--- src/rtl/pc_fetch_sequencer.sv ---
// pc_fetch_sequencer: instruction-fetch front end holding the PC, driving the external
// PC incrementer and presenting fetched {pc, pc+step, insn} through a 1-entry valid/ready register.
//   clock, reset_n          : rising-edge clock, asynchronous active-low reset
//   add_a, add_b, add_s     : operands to / sum from the downstream ripple-carry incrementer
//   imem_req/addr/ack/rdata : level request fetch port to instruction memory
//   redirect_valid/pc       : decode-stage branch/jump redirect, flushes the output register
//   out_valid/ready/pc/pc_next/insn : output register towards decode
//   stall_cycles            : count of requested-but-unacked cycles (only with FETCH_STALL_COUNT_EN)
module pc_fetch_sequencer #(
    parameter int          PC_WIDTH   = 32,
    parameter int          INSN_WIDTH = 32,
    parameter int unsigned RESET_PC   = 0,
    parameter int unsigned PC_STEP    = 1
) (
    input  logic                  clock,
    input  logic                  reset_n,
    output logic [PC_WIDTH-1:0]   add_a,
    output logic [PC_WIDTH-1:0]   add_b,
    input  logic [PC_WIDTH-1:0]   add_s,
    output logic                  imem_req,
    output logic [PC_WIDTH-1:0]   imem_addr,
    input  logic                  imem_ack,
    input  logic [INSN_WIDTH-1:0] imem_rdata,
    input  logic                  redirect_valid,
    input  logic [PC_WIDTH-1:0]   redirect_pc,
    output logic                  out_valid,
    input  logic                  out_ready,
    output logic [PC_WIDTH-1:0]   out_pc,
    output logic [PC_WIDTH-1:0]   out_pc_next,
    output logic [INSN_WIDTH-1:0] out_insn
`ifdef FETCH_STALL_COUNT_EN
    ,
    output logic [31:0]           stall_cycles
`endif
);
    typedef enum logic [1:0] {BOOT, FETCH, STALL} state_t;
    state_t              state;
    logic [PC_WIDTH-1:0] pc_q;
    logic                accept;
    assign add_a     = pc_q;
    assign add_b     = PC_WIDTH'(PC_STEP);
    assign imem_addr = pc_q;
    // out_ready reaches imem_req combinationally so a draining output can refill in the same cycle
    assign imem_req  = (state == FETCH) && (!out_valid || out_ready);
    assign accept    = imem_req && imem_ack;
    always_ff @(posedge clock or negedge reset_n) begin
        if (!reset_n) begin
            state       <= BOOT;
            pc_q        <= PC_WIDTH'(RESET_PC);
            out_valid   <= 1'b0;
            out_pc      <= '0;
            out_pc_next <= '0;
            out_insn    <= '0;
        end else if (state == BOOT) begin
            state <= FETCH;
        end else if (redirect_valid) begin
            // a same-cycle ack is dropped: no load, no increment
            pc_q      <= redirect_pc;
            out_valid <= 1'b0;
            state     <= FETCH;
        end else if (state == STALL) begin
            if (out_ready) begin
                out_valid <= 1'b0;
                state     <= FETCH;
            end
        end else if (accept) begin
            out_insn    <= imem_rdata;
            out_pc      <= pc_q;
            out_pc_next <= add_s;
            out_valid   <= 1'b1;
            pc_q        <= add_s;
        end else if (!imem_req) begin
            state <= STALL;
        end else if (out_valid && out_ready) begin
            out_valid <= 1'b0;
        end
    end
`ifdef FETCH_STALL_COUNT_EN
    always_ff @(posedge clock or negedge reset_n) begin
        if (!reset_n)
            stall_cycles <= '0;
        else if (imem_req && !imem_ack && stall_cycles != 32'hFFFF_FFFF)
            stall_cycles <= stall_cycles + 32'd1;
    end
`endif
endmodule

--- config.mk ---
export PLATFORM = sky130hd
export DESIGN_NAME = pc_fetch_sequencer
export DESIGN_NICKNAME = d
export VERILOG_FILES = /design/src/rtl/pc_fetch_sequencer.sv
export SDC_FILE = /design/constraint.sdc
export NUM_CORES = 1
export LEC_CHECK = 0
export CAP_MARGIN = 25
export CORE_MARGIN = 3
export CORE_UTILIZATION = 30
export CTS_BUF_LIST = sky130_fd_sc_hd__clkbuf_2 sky130_fd_sc_hd__clkbuf_4 sky130_fd_sc_hd__clkbuf_8
export CTS_CLUSTER_SIZE = 40
export DETAILED_ROUTE_END_ITERATION = 7
export MAX_ROUTING_LAYER = met4
export PLACE_DENSITY = 0.6
export REMOVE_ABC_BUFFERS = 1
export SLEW_MARGIN = 10
export SYNTH_ARGS = -nofsm -noshare
export SYNTH_HDL_FRONTEND = slang
export SYNTH_SLANG_ARGS = --single-unit
export TNS_END_PERCENT = 20
--- constraint.sdc ---
create_clock -name clock -period 1.59 [get_ports clock]
set_clock_uncertainty 0.1 [all_clocks]
set_input_delay 0.318 -clock clock [delete_from_list [all_inputs] [get_ports clock]]
set_output_delay 0.318 -clock clock [all_outputs]
set_load 0.05 [all_outputs]
==> reports/results.txt, run 1 <==
Number of global-route vias before repair - 5501
R2r endpoint - out_insn[29]$_DFFE_PN0P_
Routed via count - 5292
# DRC - 0
Total Power - 22100 µW
TritonCTS clock tree - built
P&R area growth vs syn - 91.5%
Mapped Cells - 549
Drt via density - 4.77
CTS root buffer - clkbuf_8
First-pass GRT wire length - 31900 µm
Reg2Reg Launch Point - state[1]$_DFFE_PN0P_
Min-delay worst type - in -> async
Pin count of the biggest net entering global routing - 38
Critical path capture point type - flip-flop
WL final - 21500 µm
Startpoint types - flip-flop
Routed wl met2 - 10300 µm
Setup slack, reg-to-reg - -190 ps
Flops & latches, synth - 131
Total CTS buffers - 17
Power Dens Cells - 1860 nW/µm²
YS warnings - 0
Clock sinks - 131
PortBufs - 262
Maximum root-to-sink buffer count - 2
Syn Area/Cell - 11.3 µm²
Clock power share - 13.9%
CP Max Fanout - 10
Area of the die - 22500 µm²
Drt wl/cell - 19.3 µm
Post-synthesis cell area - 6210 µm²
Layout cells sized above 1 - 46.8%
Sequential area share after synthesis - 52.8%
Chip Height - 150 µm
Sequential share of power - 26.9%
Worst skew pair latency - 440 ps
Static Leak - 0.00524 µW
Worst relative slew slack - 64.9%
DRT met1 WL - 9130 µm
WL met3 - 1770 µm
Period Utilization, post-route - 112%
Gr usage total - 19.0%
Crit path DAT - 2000 ps
Slew @ Worst Pin - 526 ps
Power Internal - 12700 µW
Sw Pwr - 9370 µW
CP startpoint - state[1]$_DFFE_PN0P_
Crit path to - out_insn[29]$_DFFE_PN0P_
Reg2reg path depth - 5
Failing checks - setup timing
Post-synthesis cell type count - 26
Unrepaired setup endpoints after global routing - true
H-tree depth - 4
Die W - 150 µm
Num ports - 295
Fmax achieved - 0.563 GHz
Final ANT Viol Nets - 0
Status - complete, but fails checks
Iteration-0 DRC Markers - 194
Comb pwr share - 59.2%
GP Congestion - 0.755
# setup viols final - 117
CTS clk-pin slew, worst paths - 90 ps
Net Sw Frac - 42.4%
Top sig layer - met4
Fin nets - 927
Site Rows - 52
Worst endpoint required time - 1810 ps
VDD IR-drop max - 909 µV
Slew Viols, Final - 0
First-pass detailed-route iteration total - 4
Final Hold Vio Count - 0
Worst slack, placed - -508 ps
Min Clock Period, post-route - 1780 ps
Crit Path Category - reg -> reg
# fillers - 1611
Final setup margin - -187 ps
Global route total overflow - 0
Core Area - 20300 µm²
HPWL after DPL - 14800 µm
Initial antenna violation count - 1
Initial core utilization - 30.6%
Max Cap Viol - 0
## kinds of logic after synthesis
family | share of synthesized area [%]
buffers and inverters | 12.3
other | 0.121
AOI/OAI and AO/OA | 9.83
and+or+nand+nor | 11.4
DFF | 52.8
muxes | 13.6
## placed cells by master, fill, tap and decap left out, types with 23 or more instances in the layout
master           count
buf_12             176
clkdlybuf4s50_1     98
dfrtp_1             97
mux2_4              45
dfrtp_2             34
conb_1              32
buf_4               31
mux2_2              30
o21ai_1             24
nor2b_1             23
## worst max-delay path: stages (launching register included)
cell       delay [ps]
dfrtp_2           440
nor3b_4           200
and3_4            250
buf_12            150
clkbuf_16         170
mux2_2            330
## what timing repair did
action	CTS	global route
endpoints found under the setup margin	134	163
hold buffers	1	0
hold endpoints to repair	131	0
resized for setup	65	98
setup buffers	11	11
pin swaps	9	17
gates cloned	5	5
## sequential cells by signal, summed over array words and instances (netlist names)
| name | flops |
|---|---|
| add_a | 32 |
| out_valid | 1 |
| out_pc | 32 |
| out_insn | 32 |
| state | 2 |
| out_pc_next | 32 |
## Yosys cell counts
master      n  area, µm²
a211o_1    10       87.6
a21oi_1    12       60.1
a22o_1     10       87.6
a31oi_1    22        138
and3_1      1       6.26
buf_1       5       18.8
buf_2       9       45.0
buf_4      69        518
buf_6       2       22.5
clkbuf_1   20       75.1
conb_1      2       7.51
dfrtp_1   131       3280
inv_1      22       82.6
mux2_2     75        845
nand2_1     3       11.3
nand2b_1   13       81.3
nand3_1    22        110
nand3_2     1       10.0
nand4_1    22        138
nor2_1      2       7.51
nor2b_1    25        156
nor3b_1    22        165
nor3b_4     1       18.8
o21a_1      1       7.51
o21ai_0    46        230
or2_0       1       6.26
## area by class of cell
cell class | count | area (µm²) | share of cell area [%]
Multi-Input combinational cell | 322 | 2570 | 21.6
Sequential cell | 131 | 3320 | 27.9
Timing Repair Buffer | 332 | 5160 | 43.3
Tap cell | 270 | 338 | 2.84
Clock inverter | 12 | 154 | 1.29
Inverter | 22 | 82.6 | 0.694
Antenna cell | 1 | 2.50 | 0.0210
Clock buffer | 20 | 269 | 2.26
## stage by stage
step | TNS, ps | utilization, % | hold slack [ps] | cell area [µm²] | std cells
floorplan | -223800 | - | -77.6 | 5650 | 474
global placement | -44510 | 52.4 | 107 | 10600 | 1046
detailed placement | -47720 | 52.4 | 108 | 10600 | 1046
CTS | -10700 | 56.2 | 183 | 11400 | 1095
global route | -21220 | 58.6 | 183 | 11900 | 1110
finish | -12690 | 58.6 | 206 | 11900 | 1110
## power groups by stage
stage	Clock, µW	Combinational [µW]	Sequential (µW)
3_3_place_gp	0	12300	5910
5_1_grt	3320	13500	6120
4_1_cts	3150	12700	5920
2_1_floorplan	0	1540	9640
6_report	3070	13100	5950
3_5_place_dp	0	12400	5960
## metal layers
metal | vias up | global-route usage [%]
li1 | 2395 | -
met1 | 2635 | 24.6
met2 | 244 | 29.3
met3 | 18 | 6.03
met4 | 0 | 4.25
met5 | - | -
## how the worst min path moves through the flow
stage / startpoint / to / slack [ps] / cells after the start
2_1_floorplan: reset_n / add_a[0]$_DFFE_PN0P_ / -80 / 0
3_3_place_gp: reset_n / out_pc[13]$_DFFE_PN0P_ / 110 / 1
3_5_place_dp: reset_n / out_pc[13]$_DFFE_PN0P_ / 110 / 1
4_1_cts: reset_n / out_pc[13]$_DFFE_PN0P_ / 180 / 2
5_1_grt: reset_n / add_a[25]$_DFFE_PN0P_ / 180 / 2
6_report: reset_n / out_pc[13]$_DFFE_PN0P_ / 210 / 2
Note: power is estimated with default switching activity, not from simulation.
==> inputs of run 2 (changes only) <==
--- a/config.mk
+++ b/config.mk
@@ -6,6 +6,7 @@
 export NUM_CORES = 1
 export LEC_CHECK = 0
 export CAP_MARGIN = 25
+export CORE_ASPECT_RATIO = 0.5
 export CORE_MARGIN = 3
 export CORE_UTILIZATION = 30
 export CTS_BUF_LIST = sky130_fd_sc_hd__clkbuf_2 sky130_fd_sc_hd__clkbuf_4 sky130_fd_sc_hd__clkbuf_8
==> run 2 against run 1 <==
  * The run still ends with setup timing left
  * Via count is 3.2% lower
  * Flip-flop and latch count stayed put
  * Sequential share of layout area is 1.2 points higher
  * Wire length is 1.6% lower
  * First-iteration DRC count is 16% higher
  * Setup slack better by 25 ps
  * Core utilization is 1.1 points lower
  * Critical path depth is 1 higher
  * Critical path type is now in -> out
  * Critical endpoint is now imem_req
  * Highest routed layer unchanged
==> reports/results.txt, run 2 (same netlist as run 1, synthesis figures left out) <==
Status - complete, but fails checks
Failing checks - setup timing
Core Area - 19900 µm² (-2.1%)
HPWL after DPL - 16000 µm (+8.2%)
# fillers - 1597 (-0.87%)
CTS root buffer - clkbuf_8
Fin Setup TNS - -9380 ps (+3320 ps)
TritonCTS clock tree - built
Maximum root-to-sink buffer count - 2 (unchanged)
Routed via count - 5122 (-3.2%)
Pin count of the biggest net entering global routing - 39 (+2.6%)
Drt wl/cell - 19.5 µm (+0.67%)
CP Max Fanout - 2 (-8)
Global route total overflow - 0 (unchanged)
Number of global-route vias before repair - 5399 (-1.9%)
First-pass GRT wire length - 32400 µm (+1.7%)
Slowest-stage cell, CP - clkdlybuf4s50_1
Dpl cells - 1043 (-0.29%)
Clock sinks - 131 (unchanged)
GP Congestion - 0.792 (+4.9%)
Register area - 3320 µm² (about the same)
H-tree depth - 4 (unchanged)
Startpoint types - input port
Power Dens Cells - 1910 nW/µm² (+2.7%)
Area of the die - 22600 µm² (+0.47%)
Utilization after layout - 57.5% (-1.1 points)
P&R area growth vs syn - 83.8%
Number of diodes - 0 (-1)
Fmax achieved - 0.571 GHz (+1.4%)
Initial core utilization - 31.3% (+0.67 points)
Max stage delay on crit path - 480 ps (+40 ps)
Worst path bufs/invs - 3 (+1)
Final ANT Viol Nets - 0 (unchanged)
Final Hold Vio Count - 0 (unchanged)
Met1 usage - 22.9% (-1.6 points)
Crit path cell chain - clkdlybuf4s50_1 > nand2b_4 > buf_6 > nand2_4 > nor2_4 > buf_12
Max Cap Viol - 0 (unchanged)
CTS clk-pin slew, worst paths - 80 ps (about the same)
Worst skew pair latency - 430 ps (about the same)
Most common cell after layout, fill and taps aside - buf_12
Drt via density - 4.72 (-0.98%)
Final setup margin - -161 ps (+25.3 ps)
# DRC - 0 (unchanged)
VDD IR-drop max - 830 µV (-8.7%)
Total CTS buffers - 17 (unchanged)
Slew Viols, Final - 0 (unchanged)
# setup viols final - 88 (-25%)
Chip Height - 108 µm (-28%)
Critical path capture point type - primary output
PortBufs - 262 (unchanged)
Gr usage total - 19.1% (+0.086 points)
Unrepaired setup endpoints after global routing - true
Area of the multi-input gates - 2440 µm² (-5.2%)
Crit path DAT - 1330 ps (-670 ps)
Layout cells sized above 1 - 44.8% (-2.0 points)
Min Clock Period, post-route - 1750 ps (-25.3 ps)
Worst endpoint required time - 1170 ps (-640 ps)
Most frequent cells in the layout - buf_12 (172), dfrtp_1 (98), clkdlybuf4s50_1 (98)
Fin cells - 1085 (-2.3%)
First-pass detailed-route iteration total - 4 (unchanged)
Met2 Use GR - 33.4% (+4.2 points)
Delay-heaviest family, CP - buffers and inverters
Busiest metal layer after global routing - met2
Static Leak - 0.00498 µW (-5.0%)
Num ports - 295 (unchanged)
Hold slack - 273 ps (+66.8 ps)
Crit Path Category - in -> out
Min-delay worst type - in -> async
Die W - 210 µm (+40%)
Initial antenna violation count - 0 (-1)
Period Utilization, post-route - 110% (-1.6 points)
Iteration-0 DRC Markers - 226 (+16%)
M3 GR Usage - 2.68% (-3.3 points)
Site Rows - 36 (-31%)
WL final - 21100 µm (-1.6%)
Fin nets - 907 (-2.2%)
[run 2: worst paths after layout]
kind	depth (start not counted)	slack [ps]	from	endpoint
max	6	-160	out_ready	imem_req
max reg2reg	4	-160	state[1]$_DFFE_PN0P_	out_insn[1]$_DFFE_PN0P_
max in group asynchronous	3	560	reset_n	add_a[24]$_DFFE_PN0P_
min reg2reg	1	480	out_pc_next[8]$_DFFE_PN0P_	out_pc_next[8]$_DFFE_PN0P_
min in group clock	2	390	imem_rdata[31]	out_insn[31]$_DFFE_PN0P_
min	2	270	reset_n	out_insn[27]$_DFFE_PN0P_
[run 2: repair_timing]
item                                    4_1_cts  5_1_grt
resized for setup                            50       53
gates cloned                                  1        0
hold endpoints to repair                     32        0
setup buffers                                 5        3
hold buffers                                  1        0
endpoints found under the setup margin      111      155
pin swaps                                     2        2
[run 2: metal layers]
layer | wire [µm] | share of wire (%)
met1 | 8600 | 41
met2 | 11500 | 55
met3 | 628 | 3.0
met4 | 382 | 1.8
met5 | 0 | 0
[run 2: cell type report]
class	count	area share [%]
clock buffer	19	2.18
clock inverter	13	1.62
inverter	22	0.723
multi-input combinational	321	21.4
sequential	131	29.1
tap	266	2.91
timing repair buffer	313	42.1
[run 2: metrics by stage]
stage	total power [µW]	setup slack (ps)	cell area, µm²
2_1_floorplan	11200	-2290	5650
3_3_place_gp	18300	-483	10600
3_5_place_dp	18500	-514	10600
4_1_cts	21900	-206	11300
5_1_grt	22600	-222	11400
6_report	21800	-161	11400
[run 2: power breakdown]
group / total [µW] / internal (µW) / switching [µW]
clock: 3100 / 1740 / 1360
combinational: 12700 / 6300 / 6450
sequential: 5930 / 4460 / 1470
total: 21800 / 12500 / 9280
==> inputs of run 3 (changes only) <==
--- a/config.mk
+++ b/config.mk
@@ -5,7 +5,6 @@
 export SDC_FILE = /design/constraint.sdc
 export NUM_CORES = 1
 export LEC_CHECK = 0
-export CAP_MARGIN = 25
 export CORE_ASPECT_RATIO = 0.5
 export CORE_MARGIN = 3
 export CORE_UTILIZATION = 30
@@ -14,7 +13,6 @@
 export DETAILED_ROUTE_END_ITERATION = 7
 export MAX_ROUTING_LAYER = met4
 export PLACE_DENSITY = 0.6
-export REMOVE_ABC_BUFFERS = 1
 export SLEW_MARGIN = 10
 export SYNTH_ARGS = -nofsm -noshare
 export SYNTH_HDL_FRONTEND = slang
==> run 3 against run 2 <==
  * Critical path type is now reg -> reg
  * Critical path depth did not move
  * Global-route usage fell by 0.27 points
  * Power rose by 1.4%
  * Combinational power rose by 3%
  * Register-to-register slack got worse by 40 ps
  * Design area rose by 2.5%
  * Highest routed layer unchanged
  * Cell count rose by 0.37%
  * Clock-buffer cell count rose by 3
  * The run still ends with setup timing left
  * Via count rose by 1.1%
==> reports/results.txt, run 3 (same netlist as run 1, synthesis figures left out) <==
Status - complete, but fails checks
Failing checks - setup timing
Die W - 210 µm (unchanged)
VDD IR-drop max - 1150 µV (+38%)
Drt wl/cell - 19.8 µm (+1.8%)
Max Cap Viol - 0 (unchanged)
First-pass detailed-route iteration total - 4 (unchanged)
Slew Viols, Final - 0 (unchanged)
Chip Height - 108 µm (unchanged)
Crit Path Category - reg -> reg
Critical path capture point type - flip-flop
Fin Setup TNS - -13960 ps (-4590 ps)
Initial core utilization - 31.3% (unchanged)
PortBufs - 262 (unchanged)
Power Dens Cells - 1890 nW/µm² (-1.1%)
Num ports - 295 (unchanged)
Global route total overflow - 0 (unchanged)
# setup viols final - 102 (+16%)
P&R area growth vs syn - 88.4%
Worst skew pair latency - 450 ps (+20 ps)
Drt via density - 4.76 (+0.76%)
Clock sinks - 131 (unchanged)
Initial antenna violation count - 0 (unchanged)
Site Rows - 36 (unchanged)
GP Congestion - 0.828 (+4.6%)
Gr usage total - 18.8% (-0.27 points)
Crit path DAT - 2020 ps (+690 ps)
Startpoint types - flip-flop
Final setup margin - -204 ps (-42.9 ps)
Worst relative slew slack - 61.3%
WL final - 21600 µm (+2.2%)
Setup slack, reg-to-reg - -200 ps (-40 ps)
Routed via count - 5180 (+1.1%)
Number of diodes - 0 (unchanged)
Min Clock Period, post-route - 1790 ps (+42.9 ps)
Static Leak - 0.00518 µW (+4.0%)
Total CTS buffers - 17 (unchanged)
Min-delay worst type - in -> async
Final ANT Viol Nets - 0 (unchanged)
Period Utilization, post-route - 113% (+2.7 points)
Fmax achieved - 0.557 GHz (-2.4%)
Slew @ Worst Pin - 579 ps
Fin nets - 911 (+0.44%)
Utilization after layout - 58.9% (+1.4 points)
HPWL after DPL - 15400 µm (-4.2%)
Core Area - 19900 µm² (unchanged)
Pin count of the biggest net entering global routing - 58 (+49%)
R2r endpoint - out_insn[23]$_DFFE_PN0P_
Maximum root-to-sink buffer count - 2 (unchanged)
Reg2reg path depth - 6 (+2)
Number of global-route vias before repair - 5442 (+0.80%)
Worst endpoint required time - 1810 ps (+640 ps)
Iteration-0 DRC Markers - 310 (+37%)
TritonCTS clock tree - built
CTS root buffer - clkbuf_8
First-pass GRT wire length - 32200 µm (-0.68%)
H-tree depth - 4 (unchanged)
Unrepaired setup endpoints after global routing - true
Most common cell after layout, fill and taps aside - buf_12
CTS clk-pin slew, worst paths - 80 ps (about the same)
Reg2Reg Launch Point - state[1]$_DFFE_PN0P_
Layout cells sized above 1 - 45.1% (+0.27 points)
# DRC - 0 (unchanged)
CP Max Fanout - 6 (+4)
Final Hold Vio Count - 0 (unchanged)
Area of the die - 22600 µm² (unchanged)
Most frequent cells in the layout - buf_12 (175), dfrtp_1 (99), clkdlybuf4s50_1 (98)
-- run 3: cell count changes in the layout (fill, tap and decap cells not counted), moves of 4 or more --
cell / previous run / this run
buf_4: 30 / 22
clkinvlp_4: 5 / 1
mux2_2: 52 / 23
mux2_4: 23 / 52
-- run 3: per-stage QoR --
stage / std cells / setup slack, ps / total power (µW) / instance area [µm²] / hold slack, ps
6_report: 1089 / -204 / 22100 / 11700 / 164
5_1_grt: 1089 / -267 / 22800 / 11700 / 129
4_1_cts: 1085 / -211 / 22000 / 11500 / 133
3_5_place_dp: 1038 / -520 / 18500 / 10600 / 40.9
3_3_place_gp: 1038 / -496 / 18300 / 10600 / 41.2
2_1_floorplan: 579 / -164 / 11600 / 6350 / -77.6
-- run 3: what timing repair did --
action / in CTS / in global routing
setup buffers: 12 / 2
pin swaps: 5 / 18
hold buffers: 1 / 0
resized for setup: 89 / 53
endpoints found under the setup margin: 102 / 162
endpoints found under the hold margin: 131 / 0
cloned: 3 / 3
-- run 3: worst max path at each step --
stage	start	to	slack, ps	cells past startpoint
finish	state[1]$_DFFE_PN0P_	out_insn[23]$_DFFE_PN0P_	-200	6
global route	state[1]$_DFFE_PN0P_	out_insn[23]$_DFFE_PN0P_	-270	6
floorplan	out_valid$_DFFE_PN0P_	add_a[1]$_DFFE_PN0P_	-160	7
detailed placement	imem_ack	out_insn[4]$_DFFE_PN0P_	-520	5
global placement	imem_ack	out_insn[8]$_DFFE_PN0P_	-500	5
CTS	state[1]$_DFFE_PN0P_	imem_req	-210	4
-- run 3: layer usage --
layer	wire length [µm]	GRT usage (%)	up-vias
met2	11100	31.6	162
met5	0	-	-
li1	-	-	2344
met4	388	5.25	0
met3	1060	3.46	25
met1	9060	23.5	2649
-- run 3: worst max-delay path: stages (launching register included) --
cell and delay (ps):
dfrtp_1 400, buf_6 130, nor3b_4 170, and3_4 250, buf_12 160, clkbuf_16 170
mux2_4 290
-- run 3: area by class of cell --
class                           instances  area [µm²]
Fill cell                            1589        8160
Timing Repair Buffer                  317        5000
Sequential cell                       131        3320
Multi-Input combinational cell        321        2560
Tap cell                              266         333
Clock buffer                           22         284
Clock inverter                         10         131
Inverter                               22        82.6
-- run 3: power by group --
part / leakage (µW) / total [µW] / switching (µW) / internal, µW
Combinational: 0.00342 / 13100 / 6510 / 6550
Sequential: 0.00154 / 5980 / 1520 / 4460
Clock: 0.000217 / 3040 / 1360 / 1680
